===== src/rtl/updown_counter_param.sv =====
// Up/down counter with step, load and wrap-or-clamp bounds; 1-cycle latency to count and flags.
// No backpressure: inputs are sampled every rising clk edge.
module updown_counter_param #(
    parameter int              WIDTH    = 5,
    parameter longint unsigned MAX_VAL  = (64'd1 << WIDTH) - 64'd1,
    parameter bit              SATURATE = 1'b0
) (
    input  logic             clk,
    input  logic             reset,
    input  logic             increment,
    input  logic             decrement,
    input  logic             load,
    input  logic [WIDTH-1:0] load_value,
    input  logic [WIDTH-1:0] step,
    output logic [WIDTH-1:0] count,
    output logic             at_max,
    output logic             at_zero,
    output logic             overflow,
    output logic             underflow
);

    localparam logic [WIDTH:0]   MAX_EXT = (WIDTH+1)'(MAX_VAL);
    localparam logic [WIDTH-1:0] MAX_W   = MAX_EXT[WIDTH-1:0];
    localparam logic [WIDTH:0]   MOD_EXT = MAX_EXT + {{WIDTH{1'b0}}, 1'b1};

    logic [WIDTH-1:0] eff_step;
    logic [WIDTH-1:0] load_clamped;
    logic [WIDTH:0]   count_ext;
    logic [WIDTH:0]   step_ext;
    logic [WIDTH:0]   sum_ext;
    logic [WIDTH:0]   wrap_up_ext;
    logic [WIDTH:0]   wrap_dn_ext;
    logic [WIDTH-1:0] count_nxt;
    logic             overflow_nxt;
    logic             underflow_nxt;

    assign eff_step     = ({1'b0, step} > MAX_EXT) ? MAX_W : step;
    assign load_clamped = ({1'b0, load_value} > MAX_EXT) ? MAX_W : load_value;

    // All arithmetic is one bit wider than the count so nothing truncates before the bound test.
    assign count_ext   = {1'b0, count};
    assign step_ext    = {1'b0, eff_step};
    assign sum_ext     = count_ext + step_ext;
    assign wrap_up_ext = sum_ext - MOD_EXT;
    assign wrap_dn_ext = count_ext + MOD_EXT - step_ext;

    always_comb begin
        count_nxt     = count;
        overflow_nxt  = 1'b0;
        underflow_nxt = 1'b0;
        if (load) begin
            count_nxt = load_clamped;
        end else if (increment && !decrement && (eff_step != '0)) begin
            if (sum_ext > MAX_EXT) begin
                overflow_nxt = 1'b1;
                count_nxt    = SATURATE ? MAX_W : wrap_up_ext[WIDTH-1:0];
            end else begin
                count_nxt = sum_ext[WIDTH-1:0];
            end
        end else if (decrement && !increment && (eff_step != '0)) begin
            if (count < eff_step) begin
                underflow_nxt = 1'b1;
                count_nxt     = SATURATE ? '0 : wrap_dn_ext[WIDTH-1:0];
            end else begin
                count_nxt = count - eff_step;
            end
        end
    end

    always_ff @(posedge clk) begin
        if (reset) begin
            count     <= '0;
            overflow  <= 1'b0;
            underflow <= 1'b0;
        end else begin
            count     <= count_nxt;
            overflow  <= overflow_nxt;
            underflow <= underflow_nxt;
        end
    end

    assign at_max  = (count == MAX_W);
    assign at_zero = (count == '0);

endmodule


===== config.mk =====
export PLATFORM = sky130hd
export DESIGN_NAME = updown_counter_param
export DESIGN_NICKNAME = d
export VERILOG_FILES = /design/src/rtl/updown_counter_param.sv
export SDC_FILE = /design/constraint.sdc
export NUM_CORES = 1
export LEC_CHECK = 0
export ABC_CLOCK_PERIOD_IN_PS = 2550
export CAP_MARGIN = 40
export CORE_MARGIN = 5
export CORE_UTILIZATION = 35
export CTS_BUF_LIST = sky130_fd_sc_hd__clkbuf_4
export CTS_CLUSTER_DIAMETER = 50
export DETAILED_ROUTE_END_ITERATION = 8
export SYNTH_ARGS = -nofsm -noshare
export SYNTH_HDL_FRONTEND = slang
export SYNTH_SLANG_ARGS = --single-unit

===== constraint.sdc =====
create_clock -name clk -period 2.55 [get_ports clk]
set_clock_uncertainty 0.1 [all_clocks]
set_input_delay 0.255 -clock clk [delete_from_list [all_inputs] [get_ports clk]]
set_output_delay 0.255 -clock clk [all_outputs]
set_load 0.01 [all_outputs]

# --- After elaboration in Yosys (flattened, before gate mapping) ---
# Cells that the tools add are included.
totals:
  regBits: 7
  inputBits: 15
  out_inout_bits: 9
  word_cells: 31
classes:
  n_addsub: 5
  magnitude_cmp: 2
  eq_ne: 1
  mux: 7
  bitwise_logic: 2
  n_reduce_logical: 11
op_table:
  columns: ["op", "count"]
  rows:
  - ["2-to-1 mux 5 bit", 5]
  - ["subtractor 5 bit", 2]
  - ["adder 5 x 5 -> 6 bit", 1]
  - ["> comparator 6 x 5 -> 1 bit (second input constant)", 1]
  - ["adder 5 x 1 -> 5 bit (second input constant)", 1]
  - ["== test 5 bit (second input constant)", 1]
  - ["logical NOT 5 bit", 1]
  - ["less-than comparator 5 bit", 1]
  - ["nonzero test 5 bit", 1]
  - ["subtractor 5 x 1 -> 5 bit (second input constant)", 1]
  - ["logical AND 1 bit", 4]
  - ["OR reduction 4 bit", 1]
  - ["nonzero test 3 bit", 1]
  - ["OR reduction 3 bit", 1]
  - ["logical NOT 1 bit", 2]
  - ["2-to-1 mux 1 bit", 2]
  - ["NOT 1 bit", 2]

# --- Logic depth before layout (Yosys ltp) ---
# Gate-level depths: netlist of the first run.
depth:
  depth_word: 6
  depth_mapped: 9
  depth_no_buf: 9

# --- Worst setup path after synthesis of the first run ---
# Ideal clock, no wire load.
synth_timing:
  kind: "reg2reg"
  from: "register count[1]"
  to: "register count[3]"
  setup_time_ns: 0.127
  arrival_time_ns: 1.662
  required_time_ns: 2.323
  path_slack_ns: 0.661
  stages_incl_launch_ff: 7
  path_buffers: 0
  synth_period_minus_slack_ns: 1.889
  path_cell_list: "dfxtp_1 > ha_1 > nor2b_1 > o21ai_0 > nand3_1 > and4_1 > or3_1"
synth_between:
  elab_chain_len: 6
  word_cells_on_any_way: 12
  cone_classes: "add/sub: 5; order compare: 2; mux: 5"
synth_lines:
  columns: ["element", "line_no", "text"]
  rows:
  - ["from (decl)", "15", "output logic [WIDTH-1:0] count,"]
  - ["from (signal assigned)", "76", "count <= count_nxt;"]
  - ["adder 5 x 1 -> 5 bit", "45", "assign wrap_dn_ext = count_ext + MOD_EXT - step_ext;"]
  - ["subtractor 5 bit", "45", null]
  - ["2-to-1 mux 5 bit", "61", "if (count < eff_step) begin"]
  - ["2-to-1 mux 5 bit", "60", "end else if (decrement && !increment && (eff_step != '0)) begin"]
  - ["2-to-1 mux 5 bit *", "53", "end else if (increment && !decrement && (eff_step != '0)) begin"]
  - ["2-to-1 mux 5 bit *", "51", "if (load) begin"]
# Mark *: on every way between the ends. The rest lies on a longest branch, timed or not. The select of a mux whose other input is x is not followed.
# A chain may end at the register's enable or synchronous reset.

# --- Worst setup path in the final report of the first run ---
layout_timing:
  from: "input port step[1]"
  to: "register count[3]"
layout_between:
  elab_chain_len: 5
  word_cells_on_any_way: 15
  cone_classes: "add/sub: 4; order compare: 2; mux: 5; reduce/logical: 4"
layout_lines:
  columns: ["element", "line_no", "text"]
  rows:
  - ["from (decl)", "14", "input logic [WIDTH-1:0] step,"]
  - ["adder 5 x 5 -> 6 bit (tied with other cells)", "43", "assign sum_ext = count_ext + step_ext;"]
  - ["subtractor 5 x 1 -> 5 bit (tied with other cells)", "44", "assign wrap_up_ext = sum_ext - MOD_EXT;"]
  - ["2-to-1 mux 5 bit, on equally long branches", "54, 60", null]
  - ["2-to-1 mux 5 bit", "53", null]
  - ["2-to-1 mux 5 bit", "51", null]
# Several ways; a longest one is shown, not always the timed one. The select of a mux whose other input is x is not followed.

==> results of run 1 <==
[power groups by stage]
stage | sequential (mW) | combinational (mW) | clock, mW
3_5_place_dp | 0.135 | 0.178 | 0
6_report | 0.132 | 0.178 | 0.112
4_1_cts | 0.133 | 0.180 | 0.117
5_1_grt | 0.134 | 0.198 | 0.127
2_1_floorplan | 0.136 | 0.0932 | 0
3_3_place_gp | 0.134 | 0.178 | 0
[worst reg2reg max path, cell delays in order (launching register included)]
cell and delay (ns):
dfxtp_1 0.51, ha_1 0.30, nor2b_1 0.13, o21ai_0 0.21, nand3_1 0.14, and4_1 0.20
or3_1 0.33
[path summary, 6_finish.rpt]
kind                                    start       end  slack [ns]  cells past startpoint
worst max-delay path                  step[1]  count[3]        0.38                      8
worst min register to register       count[0]  count[0]        0.58                      3
worst max register to register       count[1]  count[3]        0.49                      6
worst min-delay path            load_value[0]  count[0]        0.45                      3
[kinds of logic after synthesis]
| kind of cell | Yosys count | share of synthesized area |
|---|---|---|
| adder cells (fa/ha/maj) | 12 | 0.217 |
| buffers and inverters | 15 | 0.0739 |
| AND/OR/NAND/NOR | 30 | 0.232 |
| multiplexers | 3 | 0.0394 |
| XOR/XNOR | 2 | 0.0230 |
| flip-flops | 7 | 0.184 |
| AO/OA/AOI/OAI | 26 | 0.232 |
[registers in the layout (all words and copies together) (netlist names)]
register / count
count: 5
overflow: 1
underflow: 1
[synth_stat cells]
library cell	number	area share
mux2i_1	3	0.039
fa_1	2	0.053
nor2b_1	1	0.0082
nand2_1	5	0.025
nor3b_1	2	0.020
nand3_1	2	0.013
nor3_1	1	0.0066
or3_1	1	0.0082
and2b_2	1	0.011
o211a_1	1	0.013
nand3b_1	1	0.0099
nor4b_1	1	0.011
or4_1	1	0.0099
xor2_1	1	0.011
nor2_1	7	0.034
nand2b_1	2	0.016
a21oi_1	8	0.053
or3b_1	1	0.011
clkbuf_1	1	0.0049
a2111oi_0	1	0.011
a21boi_0	1	0.0099
xnor2_1	1	0.011
a21bo_4	1	0.021
o21bai_1	3	0.030
o21a_1	1	0.0099
or2b_1	1	0.0099
o21ai_0	5	0.033
inv_1	14	0.069
a21oi_2	1	0.011
dfxtp_1	7	0.18
and4_1	2	0.023
a211o_1	1	0.011
nor3_2	1	0.013
ha_1	10	0.16
a211oi_1	2	0.020
a31oi_1	1	0.0082
[final cells by class]
cell class	count	area, µm²	share of cell area
Multi-Input combinational cell	73	566	0.526
Sequential cell	7	140	0.130
Clock buffer	4	30.0	0.0279
Timing Repair Buffer	26	253	0.235
Inverter	14	52.6	0.0489
Tap cell	27	33.8	0.0314
[metrics by stage]
stage | total power [mW] | util | hold WS (ns) | cells
after CTS | 0.430 | 0.532 | 0.443 | 151
after floorplan | 0.229 | - | 0.224 | 95
after global routing | 0.460 | 0.532 | 0.454 | 151
final | 0.422 | 0.532 | 0.452 | 151
after global placement | 0.312 | 0.517 | 0.574 | 147
after detailed placement | 0.313 | 0.517 | 0.575 | 147
[layout by cell type (no fill, tap or decap), types with 4 or more instances in the layout]
master           count
nand2_1              5
nor2_1               7
o21ai_0              5
ha_1                10
clkbuf_4             4
inv_1               14
a21oi_1              8
clkdlybuf4s50_1     23
dfxtp_1              7
[per-layer routing]
layer,wire (µm),GRT usage
met1,1020,0.186
met2,898,0.206
met3,93,0.0459
met4,0,0.0305
met5,0,0
==> impl_metrics.tcl, run 1 <==
set metrics [dict create \
    drive_above_1_share 0.0887 \
    max_freq_ghz 0.460 \
    finalHoldViolations 0 \
    cts-root-buf "clkbuf_4" \
    initial_utilization 0.377 \
    syn_avg_cell_area_um2 8.02 \
    p_switching_mw 0.140 \
    slew_headroom 0.689 \
    worst-setup-path-type "in2reg" \
    wl_per_cell_um 13.3 \
    synth_area_um2 762 \
    synth_nets 122 \
    max_stage_delay_ns 0.51 \
    wirelength_um 2010 \
    fp.coreArea_mm2 0.00202 \
    setup_ws_ns 0.375 \
    cts_tree "yes" \
    p_seq_frac 0.313 \
    status "complete, no violations" \
    synthCells 95 \
    synth_warnings 0 \
    dpl_cell_area_mm2 0.00104 \
    cts_inserted_buffers 3 \
    worstMarginPinSlew_ns 0.464 \
    setup_violations 0 \
    seq_area_frac_synth 0.184 \
    port-buffer-count 23 \
    die_y_um 56.7 \
    drt_iter0_markers 12 \
    worst-endpoint-arrival_ns 2.20 \
    grt_max_degree 14 \
    setup_tns_ns 0 \
    ant_nets 0 \
    p_int_mw 0.282 \
    diodes 0 \
    grt_setup_unrepaired "false" \
    routabilityCongestion 0.860 \
    powerDensity_mw_per_mm2 393 \
    period_needed_ns 2.17 \
    antenna_found_initial 0 \
    grt_pass1_wl_um 3440 \
    clock_sinks 7 \
    slowest_stage "clkdlybuf4s50_1" \
    fin_nets 152 \
    p_leak_nw 0.480 \
    grt-ovfl-total 0 \
    cts_htree_levels 1 \
    dp_hpwl_um 1670 \
    via_per_inst 4.91 \
    critPathMaxFanout 3 \
    nFillCells 208 \
    io-pin-count 24 \
    cts_max_path_buffers 2 \
    final_max_slew_viol_count 0 \
    postCtsHoldBufs 0 \
    path_clk_slew_ns 0.06 \
    drc 0 \
    combPwrFrac 0.422 \
    crit_family "simple AND/OR/NAND/NOR gates" \
    ir_drop_uv 307 \
    die_area_mm2 0.00321 \
    p_clk_frac 0.264 \
    swShare 0.332 \
    final_area_mm2 0.00107 \
    grt_util_all_layers 0.137 \
    hp-class "in2reg" \
    crit_required_ns 2.58 \
    cp-end-kind "flip-flop" \
    path_cells "clkdlybuf4s50_1 > inv_1 > ha_1 > nor2b_1 > o21ai_0 > nand3_1 > and4_1 > or3_1" \
    period_share 0.853 \
    crit_buf_inv 2 \
    cts-resized-gates 0 \
    areaGrowthSynthToFinish_pct 41.1 \
    ys_ff_latch 7 \
    cap_violations 0 \
    row_count 16 \
    drtPass1Iterations 4 \
    postCtsSetupBuffers 0 \
    start_kind "primary input" \
    synth.distinct_cells 36 \
    die-width_um 56.7 \
    pre_cts_ws_ns 0.125 \
    clkLatencyLatePin_ns 0.25 \
    vias 741 \
    grt_pass1_vias 758 \
]
No activity file was read; power rests on OpenSTA's default activity.
==> inputs of run 2 (changes only) <==
--- a/config.mk
+++ b/config.mk
@@ -5,7 +5,7 @@
 export SDC_FILE = /design/constraint.sdc
 export NUM_CORES = 1
 export LEC_CHECK = 0
-export ABC_CLOCK_PERIOD_IN_PS = 2550
+export ABC_CLOCK_PERIOD_IN_PS = 2800
 export CAP_MARGIN = 40
 export CORE_MARGIN = 5
 export CORE_UTILIZATION = 35
==> constraint.sdc (replaced) <==
create_clock -name clk -period 2.8 [get_ports clk]
set_clock_uncertainty 0.1 [all_clocks]
set_input_delay 0.28 -clock clk [delete_from_list [all_inputs] [get_ports clk]]
set_output_delay 0.28 -clock clk [all_outputs]
set_load 0.01 [all_outputs]
==> run 2 against run 1 <==
  * Critical path depth is the same
  * Register-to-register slack better by 0.26 ns
  * Cell area is 1.4% lower
  * Core utilization shrank 0.74 points
  * Via count up 2.0%
  * Final cell count down 1.3%
  * First-iteration DRC count increased by 58%
  * Non-clock buffer count shrank 2
  * Setup slack improved by 0.22 ns
  * Critical path type unchanged
==> impl_metrics.tcl, run 2 (synthesis gave the netlist of run 1 again) <==
set metrics [dict create \
    status "complete, no violations" \
    slew_headroom 0.676 \
    fp.coreArea_mm2 0.00202 \
    grt_util_all_layers 0.140 \
    p_clk_frac 0.269 \
    cts-resized-gates 0 \
    max_freq_ghz 0.454 \
    start_kind "primary input" \
    cts-root-buf "clkbuf_4" \
    reg_top3 "count (5), overflow (1), underflow (1)" \
    vias 756 \
    diodes 0 \
    grt_setup_unrepaired "false" \
    powerDensity_mw_per_mm2 359 \
    r2r_start "count[1]" \
    worstMarginPinSlew_ns 0.482 \
    areaGrowthSynthToFinish_pct 39.1 \
    crit_start "step[1]" \
    layout_commonest_cell "clkdlybuf4s50_1" \
    cts_htree_levels 1 \
    drt_iter0_markers 19 \
    path_clk_slew_ns 0.05 \
    cts_inserted_buffers 3 \
    setup_ws_ns 0.597 \
    via_per_inst 5.07 \
    crit_required_ns 2.83 \
    drive_above_1_share 0.0738 \
    setup_violations 0 \
    p_leak_nw 0.470 \
    cts_max_path_buffers 2 \
    dp_hpwl_um 1710 \
    ir_drop_uv 222 \
    rr_worst_depth 6 \
    io-pin-count 24 \
    p_total_mw 0.380 \
    cp-end-kind "flip-flop" \
    grt_max_degree 15 \
    postCtsSetupBuffers 0 \
    fin_nets 150 \
    top_register "count" \
    die_y_um 56.7 \
    clkLatencyLatePin_ns 0.25 \
    grt-ovfl-total 0 \
    worst-setup-path-type "in2reg" \
    pre_cts_ws_ns 0.333 \
    die_area_mm2 0.00321 \
    drc 0 \
    hp-class "in2reg" \
    routabilityCongestion 0.870 \
    period_needed_ns 2.20 \
    postCtsHoldBufs 0 \
    crit_end "count[3]" \
    wirelength_um 2040 \
    drtPass1Iterations 4 \
    ant_nets 0 \
    clock_sinks 7 \
    row_count 16 \
    postLayoutCoreUtil 0.524 \
    combPwrFrac 0.410 \
    critPathMaxFanout 3 \
    ff2ff_setup_slack_ns 0.75 \
    period_share 0.787 \
    initial_utilization 0.377 \
    p_int_mw 0.254 \
    cap_violations 0 \
    grt_pass1_wl_um 3560 \
    p_seq_frac 0.320 \
    die-width_um 56.7 \
    swShare 0.333 \
    grt_pass1_vias 761 \
    setup_tns_ns 0 \
    wl_per_cell_um 13.7 \
    final_max_slew_viol_count 0 \
    layout_common_cells "clkdlybuf4s50_1 (23), inv_1 (14), ha_1 (10)" \
    port-buffer-count 23 \
    cts_tree "yes" \
    finalHoldViolations 0 \
    antenna_found_initial 0 \
    largest_reg_flops 5 \
    r2r-end "count[3]" \
    p_switching_mw 0.126 \
    worst-endpoint-arrival_ns 2.23 \
]
-- run 2: cell types whose count changed in the layout (fill, tap and decap cells not counted) --
cell	delta
buf_4	-2
-- run 2: worst max-delay path, cell delays in order --
cell             delay, ns
clkdlybuf4s50_1       0.51
inv_1                 0.12
ha_1                  0.31
nor2b_1               0.13
o21ai_0               0.22
nand3_1               0.14
and4_1                0.20
or3_1                 0.33
-- run 2: cell type report --
class | count | area (µm²)
Clock buffer | 4 | 30.0
Fill cell | 207 | 962
Sequential cell | 7 | 140
Timing Repair Buffer | 24 | 238
Inverter | 14 | 52.6
Multi-Input combinational cell | 73 | 566
Tap cell | 27 | 33.8
-- run 2: worst min-delay path by stage --
stage                              from       end  slack, ns  cells past startpoint
after floorplan                   reset  count[0]       0.25                      1
after global placement         count[0]  count[0]       0.57                      3
after detailed placement       count[0]  count[0]       0.57                      3
after CTS                 load_value[0]  count[0]       0.48                      3
after global routing      load_value[0]  count[0]       0.49                      3
final                     load_value[0]  count[0]       0.49                      3
-- run 2: through the flow --
stage	std cells	cell area, µm²	hold slack (ns)
6_report	149	1060	0.486
5_1_grt	149	1060	0.486
4_1_cts	149	1060	0.483
3_5_place_dp	145	1030	0.574
3_3_place_gp	145	1030	0.568
2_1_floorplan	95	762	0.249
-- run 2: power groups by stage --
stage	Combinational [mW]	Sequential (mW)	Clock (mW)
2_1_floorplan	0.0849	0.124	0
3_3_place_gp	0.155	0.124	0
3_5_place_dp	0.157	0.124	0
4_1_cts	0.158	0.122	0.108
5_1_grt	0.174	0.125	0.116
6_report	0.156	0.122	0.102
-- run 2: metal layers --
layer | global-route usage | vias to the layer above | share of wire
met5 | 0 | - | 0
met4 | 0.0407 | 0 | 0.0034
met3 | 0.0550 | 2 | 0.069
met2 | 0.224 | 23 | 0.48
met1 | 0.172 | 346 | 0.45
li1 | - | 385 | -
==> inputs of run 3 (changes only) <==
--- a/config.mk
+++ b/config.mk
@@ -5,13 +5,14 @@
 export SDC_FILE = /design/constraint.sdc
 export NUM_CORES = 1
 export LEC_CHECK = 0
-export ABC_CLOCK_PERIOD_IN_PS = 2800
+export ABC_CLOCK_PERIOD_IN_PS = 1800
 export CAP_MARGIN = 40
 export CORE_MARGIN = 5
 export CORE_UTILIZATION = 35
 export CTS_BUF_LIST = sky130_fd_sc_hd__clkbuf_4
 export CTS_CLUSTER_DIAMETER = 50
 export DETAILED_ROUTE_END_ITERATION = 8
+export PLACE_DENSITY = 0.66
 export SYNTH_ARGS = -nofsm -noshare
 export SYNTH_HDL_FRONTEND = slang
 export SYNTH_SLANG_ARGS = --single-unit
==> constraint.sdc (replaced) <==
create_clock -name clk -period 1.8 [get_ports clk]
set_clock_uncertainty 0.1 [all_clocks]
set_input_delay 0.18 -clock clk [delete_from_list [all_inputs] [get_ports clk]]
set_output_delay 0.18 -clock clk [all_outputs]
set_load 0.01 [all_outputs]
==> run 3 against run 2 <==
  * The flow now finishes with violations (negative setup slack)
  * Global-route usage is 1.6 points higher
  * Setup slack worse by 0.63 ns
  * Core utilization is 15 points higher
  * Critical endpoint is now count[1]
  * Highest routed layer unchanged
==> impl_metrics.tcl, run 3 (synthesis gave the netlist of run 1 again) <==
set metrics [dict create \
    status "finished, violations left" \
    violations "negative setup slack" \
    hp-class "in2reg" \
    drc 0 \
    grt-ovfl-total 0 \
    fin_nets 180 \
    worstMarginPinSlew_ns 0.379 \
    setup_ws_ns -0.0352 \
    rr_worst_depth 8 \
    wl_per_cell_um 13.3 \
    die-width_um 56.7 \
    cp-end-kind "flip-flop" \
    slew_headroom 0.746 \
    row_count 16 \
    cts_tree "yes" \
    antenna_found_initial 0 \
    crit_family "adder cells" \
    p_leak_nw 0.655 \
    diodes 0 \
    top_register "count" \
    vias 871 \
    dpl_cell_area_mm2 0.00122 \
    cts-root-buf "clkbuf_4" \
    ir_drop_uv 472 \
    powerDensity_mw_per_mm2 507 \
    cp.depth 8 \
    drt_iter0_markers 24 \
    initial_utilization 0.377 \
    wirelength_um 2390 \
    grt_util_all_layers 0.156 \
    die_area_mm2 0.00321 \
    cap_violations 0 \
    cts_max_path_buffers 2 \
    start_kind "flip-flop" \
    max_stage_delay_ns 0.47 \
    cts_inserted_buffers 3 \
    clock_sinks 7 \
    worst-setup-path-type "reg2reg" \
    drive_above_1_share 0.342 \
    postCtsHoldBufs 0 \
    period_share 1.02 \
    dp_hpwl_um 1930 \
    die_y_um 56.7 \
    final_area_mm2 0.00135 \
    areaGrowthSynthToFinish_pct 77.7 \
    largest_reg_flops 5 \
    port-buffer-count 23 \
    fp.coreArea_mm2 0.00202 \
    grt_max_degree 14 \
    grt_pass1_wl_um 3980 \
    crit_start "count[0]" \
    hp-start "load_value[0]" \
    crit_buf_inv 2 \
    grt_setup_unrepaired "true" \
    r2r_start "count[0]" \
    layout_common_cells "buf_4 (31), clkdlybuf4s50_1 (17), inv_1 (12)" \
    r2r-end "count[1]" \
    ant_nets 0 \
    reg_top3 "count (5), overflow (1), underflow (1)" \
    holdWs_ns 0.384 \
    io-pin-count 24 \
    max_freq_ghz 0.545 \
    path_cells "inv_2 > ha_4 > inv_2 > fa_1 > nor3b_1 > a21oi_1 > a211oi_1 > a2111oi_1" \
    grt_pass1_vias 911 \
    finalHoldViolations 0 \
    p_total_mw 0.686 \
    routabilityCongestion 0.881 \
    drtPass1Iterations 4 \
    crit_required_ns 1.83 \
    final_max_slew_viol_count 0 \
    cts_htree_levels 1 \
    worst_path_most_repeated_cell "inv_2" \
    nFillCells 179 \
    worst-endpoint-arrival_ns 1.86 \
    setup_violations 3 \
    path_clk_slew_ns 0.05 \
    layout_commonest_cell "buf_4" \
    period_needed_ns 1.84 \
    slowest_stage "fa_1" \
    ff2ff_setup_slack_ns -0.04 \
    crit_end "count[1]" \
    via_per_inst 4.87 \
    clkLatencyLatePin_ns 0.25 \
    critPathMaxFanout 3 \
    setup_tns_ns -0.0817 \
]
run 3: repair_timing:
item	4_1_cts	5_1_grt
gates resized for setup	16	11
buffers inserted	2	3
endpoints found under the hold margin	0	0
endpoints found under the setup margin	4	6
pin swaps	7	10
run 3: power breakdown:
part | internal, mW | switching [mW] | leakage, nW
logic | 0.194 | 0.156 | 0.578
registers | 0.168 | 0.0104 | 0.0589
clock network | 0.0996 | 0.0577 | 0.0184
total | 0.461 | 0.225 | 0.655
run 3: area by class of cell:
cell class	count	area, µm²	share of cell area
inverter	14	52.6	0.0388
sequential	7	148	0.109
clock buffer	4	30.0	0.0222
multi-input combinational	73	631	0.466
tap	27	33.8	0.0250
timing repair buffer	54	459	0.339
run 3: worst min path at each step:
stage	depth (start not counted)	to
6_report	3	count[0]
4_1_cts	3	count[0]
2_1_floorplan	1	count[0]
3_3_place_gp	4	count[0]
3_5_place_dp	4	count[0]
5_1_grt	3	count[0]
run 3: tightest hold or removal path: cells and delay by family:
kind	cells	cell delay [ns]
buffers and inverters	1	0.40
AOI/OAI and AO/OA	1	0.05
and+or+nand+nor	1	0.07
run 3: metal layers:
layer  up-vias  global-route usage  wire length (µm)  part of all wire
li1        448                   -                 -                 -
met1       401               0.192              1050              0.44
met2        20               0.269              1210              0.51
met3         2              0.0298               105             0.044
met4         0              0.0542                19            0.0080
met5         -                   0                 0                 0
run 3: stage by stage:
step	instances	worst slack (ns)	utilization
2_1_floorplan	95	0.0155	-
3_3_place_gp	170	-0.533	0.603
3_5_place_dp	170	-0.558	0.603
4_1_cts	176	-0.0830	0.632
5_1_grt	179	-0.136	0.670
6_report	179	-0.0352	0.670
